[src/rtl/fu_pkg.sv]
// Shared functional-unit constants for the result collector slice: widths,
// reserved/no-completion ID, FU IDs and the round-robin pointer helper.
package fu_pkg;

    localparam int unsigned ID_W   = 4;
    localparam int unsigned DATA_W = 32;

    localparam logic [ID_W-1:0] FU_ID_NONE = '0;
    localparam logic [ID_W-1:0] FU_ID_ALU  = 4'd1;
    localparam logic [ID_W-1:0] FU_ID_MEM  = 4'd2;
    localparam logic [ID_W-1:0] FU_ID_MUL  = 4'd3;
    localparam logic [ID_W-1:0] FU_ID_DIV  = 4'd4;
    localparam logic [ID_W-1:0] FU_ID_JUMP = 4'd5;

    function automatic int unsigned rr_next(input int unsigned idx, input int unsigned n);
        return (idx + 1 >= n) ? 32'd0 : idx + 1;
    endfunction

endpackage

[src/rtl/fu_result_collector_if.sv]
// FU completion inputs, busy back-pressure and the valid/ready writeback bus.
// master = collector side, slave = FUs / issue / register-file side.
interface fu_result_collector_if #(
    parameter int unsigned NUM_FU = 5,
    parameter int unsigned DATA_W = fu_pkg::DATA_W,
    parameter int unsigned ID_W   = fu_pkg::ID_W
);
    logic [NUM_FU*ID_W-1:0]   fu_finish;
    logic [NUM_FU*DATA_W-1:0] fu_res;
    logic [NUM_FU-1:0]        fu_busy;
    logic                     wb_valid;
    logic [ID_W-1:0]          wb_id;
    logic [DATA_W-1:0]        wb_data;
    logic                     wb_ready;
    logic                     overflow;

    modport master (
        input  fu_finish, fu_res, wb_ready,
        output fu_busy, wb_valid, wb_id, wb_data, overflow
    );

    modport slave (
        output fu_finish, fu_res, wb_ready,
        input  fu_busy, wb_valid, wb_id, wb_data, overflow
    );
endinterface

[src/rtl/fu_result_collector_rr_arbiter.sv]
// Combinational round-robin arbiter: first set request at or after ptr,
// wrapping modulo N. Pointer state lives in the caller.
module rr_arbiter #(
    parameter int unsigned N     = 5,
    parameter int unsigned IDX_W = 3
) (
    input  logic [N-1:0]     req,
    input  logic [IDX_W-1:0] ptr,
    output logic [N-1:0]     grant_oh,
    output logic [IDX_W-1:0] grant_idx,
    output logic             any
);
    always_comb begin : arb_scan
        int unsigned j;
        grant_oh  = '0;
        grant_idx = '0;
        j         = 0;
        for (int unsigned k = 0; k < N; k++) begin
            j = 32'(ptr) + k;
            if (j >= N) j = j - N;
            if (grant_oh == '0 && req[j]) begin
                grant_oh[j] = 1'b1;
                grant_idx   = IDX_W'(j);
            end
        end
    end

    assign any = |req;
endmodule

[src/rtl/fu_result_collector.sv]
// Per-FU result holding slots with round-robin writeback and sticky overflow.
// Optional FU_COLLECT_BYPASS_EN: present a finisher in its own cycle when all slots are empty.
module fu_result_collector #(
    parameter int unsigned NUM_FU = 5,
    parameter int unsigned DATA_W = fu_pkg::DATA_W,
    parameter int unsigned ID_W   = fu_pkg::ID_W
) (
    input logic                   clk,
    input logic                   rst,
    fu_result_collector_if.master bus
);
    localparam int unsigned IDX_W = (NUM_FU > 1) ? $clog2(NUM_FU) : 1;

    logic [NUM_FU-1:0] slot_valid;
    logic [ID_W-1:0]   slot_id   [NUM_FU];
    logic [DATA_W-1:0] slot_data [NUM_FU];
    logic [IDX_W-1:0]  rr_ptr;
    logic [IDX_W-1:0]  hold_idx;
    logic              hold_active;
    logic              overflow_q;

    logic [NUM_FU-1:0] fin_vec, slot_oh, sel_oh, drain_vec, cap_vec;
    logic [IDX_W-1:0]  slot_idx, sel_idx;
    logic              slot_any, byp_take, transfer, wb_valid_c;
    logic [ID_W-1:0]   wb_id_c;
    logic [DATA_W-1:0] wb_data_c;

    always_comb begin
        fin_vec = '0;
        for (int unsigned i = 0; i < NUM_FU; i++)
            fin_vec[i] = (bus.fu_finish[i*ID_W +: ID_W] != ID_W'(fu_pkg::FU_ID_NONE));
    end

    rr_arbiter #(.N(NUM_FU), .IDX_W(IDX_W)) u_slot_arb (
        .req       (slot_valid),
        .ptr       (rr_ptr),
        .grant_oh  (slot_oh),
        .grant_idx (slot_idx),
        .any       (slot_any)
    );

`ifdef FU_COLLECT_BYPASS_EN
    logic [NUM_FU-1:0] byp_oh;
    logic [IDX_W-1:0]  byp_idx;
    logic              byp_any;

    rr_arbiter #(.N(NUM_FU), .IDX_W(IDX_W)) u_byp_arb (
        .req       (fin_vec),
        .ptr       (rr_ptr),
        .grant_oh  (byp_oh),
        .grant_idx (byp_idx),
        .any       (byp_any)
    );
`endif

    // A stalled grant is pinned via hold_idx so later arrivals cannot preempt it.
    always_comb begin
        sel_oh     = slot_oh;
        sel_idx    = slot_idx;
        wb_valid_c = slot_any;
        byp_take   = 1'b0;
        if (hold_active) begin
            sel_oh           = '0;
            sel_oh[hold_idx] = 1'b1;
            sel_idx          = hold_idx;
            wb_valid_c       = 1'b1;
        end
`ifdef FU_COLLECT_BYPASS_EN
        else if (!slot_any && byp_any) begin
            sel_oh     = byp_oh;
            sel_idx    = byp_idx;
            wb_valid_c = 1'b1;
            byp_take   = 1'b1;
        end
`endif
        wb_id_c   = '0;
        wb_data_c = '0;
        for (int unsigned i = 0; i < NUM_FU; i++) begin
            if (sel_oh[i]) begin
                if (byp_take) begin
                    wb_id_c   = bus.fu_finish[i*ID_W +: ID_W];
                    wb_data_c = bus.fu_res[i*DATA_W +: DATA_W];
                end else begin
                    wb_id_c   = slot_id[i];
                    wb_data_c = slot_data[i];
                end
            end
        end
    end

    assign transfer  = wb_valid_c & bus.wb_ready;
    assign drain_vec = sel_oh & {NUM_FU{transfer & ~byp_take}};
    // A bypassed result accepted this cycle never occupies its slot.
    assign cap_vec   = fin_vec & ~(sel_oh & {NUM_FU{transfer & byp_take}});

    assign bus.wb_valid = wb_valid_c;
    assign bus.wb_id    = wb_id_c;
    assign bus.wb_data  = wb_data_c;
    assign bus.fu_busy  = slot_valid;
    assign bus.overflow = overflow_q;

    always_ff @(posedge clk or posedge rst) begin
        if (rst) begin
            slot_valid  <= '0;
            rr_ptr      <= '0;
            hold_idx    <= '0;
            hold_active <= 1'b0;
            overflow_q  <= 1'b0;
            for (int unsigned i = 0; i < NUM_FU; i++) begin
                slot_id[i]   <= '0;
                slot_data[i] <= '0;
            end
        end else begin
            for (int unsigned i = 0; i < NUM_FU; i++) begin
                if (cap_vec[i]) begin
                    if (!slot_valid[i] || drain_vec[i]) begin
                        slot_valid[i] <= 1'b1;
                        slot_id[i]    <= bus.fu_finish[i*ID_W +: ID_W];
                        slot_data[i]  <= bus.fu_res[i*DATA_W +: DATA_W];
                    end
                end else if (drain_vec[i]) begin
                    slot_valid[i] <= 1'b0;
                end
            end
            if (|(cap_vec & slot_valid & ~drain_vec))
                overflow_q <= 1'b1;
            if (transfer) begin
                rr_ptr      <= IDX_W'(fu_pkg::rr_next(32'(sel_idx), NUM_FU));
                hold_active <= 1'b0;
            end else if (wb_valid_c) begin
                hold_active <= 1'b1;
                hold_idx    <= sel_idx;
            end
        end
    end
endmodule

[src/flat_wrapper.sv]
// flat-port wrapper written by rule: the top's interface ports become plain ports
module fu_result_collector_flat 
#(
    parameter int unsigned NUM_FU = 5,
    parameter int unsigned DATA_W = fu_pkg::DATA_W,
    parameter int unsigned ID_W   = fu_pkg::ID_W
)
  (clk, rst, bus_fu_finish, bus_fu_res, bus_wb_ready, bus_fu_busy, bus_wb_valid, bus_wb_id, bus_wb_data, bus_overflow);
  fu_result_collector_if #(.NUM_FU(NUM_FU), .DATA_W(DATA_W), .ID_W(ID_W)) bus_i ();
  input logic clk;
  input logic rst;
  input wire logic [$bits(bus_i.fu_finish)-1:0] bus_fu_finish;
  input wire logic [$bits(bus_i.fu_res)-1:0] bus_fu_res;
  input wire logic [$bits(bus_i.wb_ready)-1:0] bus_wb_ready;
  output wire logic [$bits(bus_i.fu_busy)-1:0] bus_fu_busy;
  output wire logic [$bits(bus_i.wb_valid)-1:0] bus_wb_valid;
  output wire logic [$bits(bus_i.wb_id)-1:0] bus_wb_id;
  output wire logic [$bits(bus_i.wb_data)-1:0] bus_wb_data;
  output wire logic [$bits(bus_i.overflow)-1:0] bus_overflow;
  assign bus_i.fu_finish = bus_fu_finish;
  assign bus_i.fu_res = bus_fu_res;
  assign bus_i.wb_ready = bus_wb_ready;
  assign bus_fu_busy = bus_i.fu_busy;
  assign bus_wb_valid = bus_i.wb_valid;
  assign bus_wb_id = bus_i.wb_id;
  assign bus_wb_data = bus_i.wb_data;
  assign bus_overflow = bus_i.overflow;
  fu_result_collector #(.NUM_FU(NUM_FU), .DATA_W(DATA_W), .ID_W(ID_W)) u_core (.clk(clk), .rst(rst), .bus(bus_i));
endmodule
[config.mk]
export PLATFORM = sky130hd
export DESIGN_NAME = fu_result_collector_flat
export DESIGN_NICKNAME = d
export VERILOG_FILES = /design/src/rtl/fu_pkg.sv /design/src/rtl/fu_result_collector_if.sv /design/src/rtl/fu_result_collector_rr_arbiter.sv /design/src/rtl/fu_result_collector.sv /design/src/flat_wrapper.sv
export SDC_FILE = /design/constraint.sdc
export NUM_CORES = 1
export LEC_CHECK = 0
export CAP_MARGIN = 25
export CORE_ASPECT_RATIO = 0.6
export CORE_MARGIN = 4
export CORE_UTILIZATION = 48
export CTS_BUF_LIST = sky130_fd_sc_hd__clkbuf_8
export DETAILED_ROUTE_END_ITERATION = 8
export PLACE_DENSITY = 0.79
export SETUP_SLACK_MARGIN = 0.3
export SKIP_CTS_REPAIR_TIMING = 1
export SLEW_MARGIN = 20
export SYNTH_ARGS = -nofsm -noshare
export SYNTH_HDL_FRONTEND = slang
export SYNTH_SLANG_ARGS = --single-unit
[constraint.sdc]
create_clock -name clk -period 5.6 [get_ports clk]
set_input_delay 0.84 -clock clk [delete_from_list [all_inputs] [get_ports clk]]
set_output_delay 0.84 -clock clk [all_outputs]
set_load 0.01 [all_outputs]
==> results.cfg <==
[floorplan]
coreArea_um2 = 22100
rows = 42
start_util_pct = 49.0
die_x_um = 202
die_height_um = 124
die-area_um2 = 25100
io_pins = 226

[power]
switching_power_mw = 4.98
ir_drop_mv = 0.296
p_comb_share_pct = 68.8
power_density_nw_per_um2 = 715
swShare_pct = 44.1
p_seq_share_pct = 22.6
p_leak_nw = 6.64
clkPwrFrac_pct = 8.6
finalPower_mw = 11.3
internal-power_mw = 6.32

[job]
maxCapViolCount = 0

[timing]
rsz0062_at_grt = yes
tightest_slew_ns = 0.993
worst_clock_skew_ns = 0.0252
slew_headroom_pct = 33.2
setup-violations-final = 0
slew_violations = 0
fmax_mhz = 179
hold_viol_final = 0
fin_crit_sh_pct = 99.9
finalCriticalPeriod_ns = 5.60

[place]
placed_area_um2 = 14400
hpwl_um = 28400
io_buffers = 225
gp_congestion = 1.03

[critical_path]
cp-endpoint = bus_wb_data[15]
cp_data_required_time_ns = 4.76
slowest_stage = dfrtp_1
start_kind = flop
reg2reg_to = u_core.rr_ptr[0]
r2r_start = u_core.rr_ptr[1]
cp.buffers_inverters = 4
critPathKind = reg -> out
reg2reg_depth = 19
reg2reg_slack_ns = 0.59
worstSetupPathDepth = 17
crit_path_max_incr_delay_ns = 0.41
critPathMaxFanout = 20
worstPathArrival_ns = 4.76
cp-startpoint = u_core.rr_ptr[1]
critPathTopFamily = compound AO/OA/AOI/OAI gates
endpoint_kind = output pin
crit_chain = inv_2 > ha_4 > inv_4 > ha_4 > a211o_1 > o22ai_2 > a211oi_2 > a311o_2 > a211o_1 > a211oi_4 > and4_4 > a41oi_4 > nor2b_4 > buf_8 > a221oi_1 > o31ai_1 > dlymetal6s2s_1

[clock_tree]
clock_latency_ns = 0.48
clk_pin_slew_ns = 0.10
cts_buffer_depth = 2
clock-sinks = 193
cts_root_buf = clkbuf_8
cts.htree.levels = 4
cts_buffers = 17
cts_tree = done

[drt]
firstDrtPassIters = 6
wl_um = 40900
vias = 10137
ant_nets = 0
drt_iter0_drc = 914
viasPerCell = 6.31
wl_per_cell_um = 25.5
drcViolationCount = 0

[logic_synthesis]
synth_enable_flop_cells = 0
synth_area_leaders = dfrtp_1 (45%), mux2_2 (12%), mux2_1 (3.8%)
synthFlopType = dfrtp_1
yosysMostFrequentCell = dfrtp_1
synth_commonest_cells = dfrtp_1 (193), mux2_2 (114), nor2_1 (62)
synth_cell_types = 84
synth-seq-cells = 193
yosysTopAreaCellShare_pct = 44.7
yosysTopAreaCell = dfrtp_1
async_flop_share_pct = 100
ys_warn_count = 0
syn_area_per_cell_um2 = 11.3
ys_seq_area_share_pct = 44.7
synth_cells = 959
syn_nets = 1157
netlist_area_um2 = 10800

[grt]
grt_pass1_wl_um = 57500
grt_pass1_vias = 9679
grt_antenna_before_repair = 4
overflow = 0
grt_max_degree = 109
grt_usage_pct = 29.5

[layout]
final_area_um2 = 15800
syn2layout_area_growth_pct = 46.1
drive_above_1_share_pct = 37.0
nNetsFinal = 1503
nFillCells = 1540

[min_path]
min_path_type = reg -> reg

[outcome]
status = complete, no violations
## worst min path at each step
stage / start / end / slack, ns / cells after the start
2_1_floorplan: u_core.slot_data[15] / u_core.slot_data[15] / 0.46 / 1
3_3_place_gp: u_core.slot_data[36] / u_core.slot_data[36] / 0.47 / 1
3_5_place_dp: u_core.slot_data[47] / u_core.slot_data[47] / 0.48 / 1
4_1_cts: u_core.slot_data[34] / u_core.slot_data[34] / 0.50 / 1
5_1_grt: u_core.slot_data[47] / u_core.slot_data[47] / 0.51 / 1
6_report: u_core.slot_data[47] / u_core.slot_data[47] / 0.50 / 1
## through the flow
| stage | cells | hold WS, ns | setup WS, ns | util, % | TNS (ns) |
|---|---|---|---|---|---|
| global placement | 1541 | 0.468 | -0.226 | 65.1 | -2.49 |
| global route | 1605 | 0.513 | -0.177 | 71.5 | -3.56 |
| finish | 1606 | 0.497 | 0.00407 | 71.5 | 0 |
| CTS | 1573 | 0.498 | -0.753 | 67.0 | -24.26 |
| detailed placement | 1541 | 0.475 | -0.196 | 65.1 | -4.11 |
| floorplan | 959 | 0.459 | 0.236 | - | 0 |
## sequential cells by signal (all words and copies together) (netlist names)
signal	count
u_core.slot_id	20
u_core.bus.fu_busy	5
u_core.bus.overflow	1
u_core.slot_data	160
u_core.hold_idx	3
u_core.rr_ptr	3
u_core.hold_active	1
## cells by family after synthesis
family | synth area share [%]
buffers and inverters | 4.42
flip-flops | 44.7
adder cells (fa/ha/maj) | 1.81
AO/OA/AOI/OAI | 20.6
AND/OR/NAND/NOR | 8.74
multiplexers | 19.3
XOR/XNOR | 0.405
## worst register-to-register path, delay by kind of cell, from the launching register on
kind | cells | cell delay, ns
compound gates | 9 | 2.92
flops | 1 | 0.41
fa+ha+maj | 3 | 0.68
simple gates | 3 | 0.42
buf+inv | 4 | 0.47
## metal layers
layer  global-route usage (%)  part of all wire (%)  vias to the layer above
met4                     6.59                   1.4                        6
met2                     39.9                    42                      538
met3                     8.89                    11                       48
met1                     46.3                    45                     5157
li1                         -                     -                     4388
met5                        0                 0.083                        -
## layout by cell type, fill, tap and decap left out, types with 13 or more instances in the layout
cell type	count
o31ai_4	14
a221oi_1	24
clkbuf_8	17
o31ai_1	13
mux2_4	21
buf_12	16
a21oi_1	20
buf_2	15
mux2_1	36
mux2_2	113
a22oi_1	36
clkdlybuf4s50_1	189
o21ai_0	17
buf_4	140
inv_1	17
nand2_1	32
nor2_1	56
nor2b_1	15
o31ai_2	17
dfrtp_1	192
## power by group through the flow
| stage | Combinational (mW) | Sequential, mW | Clock, mW |
|---|---|---|---|
| after floorplan | 3.78 | 2.37 | 0 |
| after global placement | 6.44 | 2.46 | 0 |
| after detailed placement | 6.49 | 2.50 | 0 |
| after CTS | 6.53 | 2.48 | 0.969 |
| after global routing | 8.20 | 2.61 | 1.03 |
| final | 7.77 | 2.55 | 0.972 |
## final cells by class
| type | count | area [um^2] | share of cell area (%) |
|---|---|---|---|
| multi-input combinational | 670 | 6250 | 39.6 |
| sequential | 193 | 4830 | 30.6 |
| timing repair buffer | 400 | 3840 | 24.3 |
| tap | 286 | 358 | 2.27 |
| clock buffer | 17 | 234 | 1.48 |
| clock inverter | 15 | 175 | 1.11 |
| inverter | 23 | 92.6 | 0.586 |
| antenna | 2 | 5.00 | 0.0317 |
(Power assumes the default switching activity.)
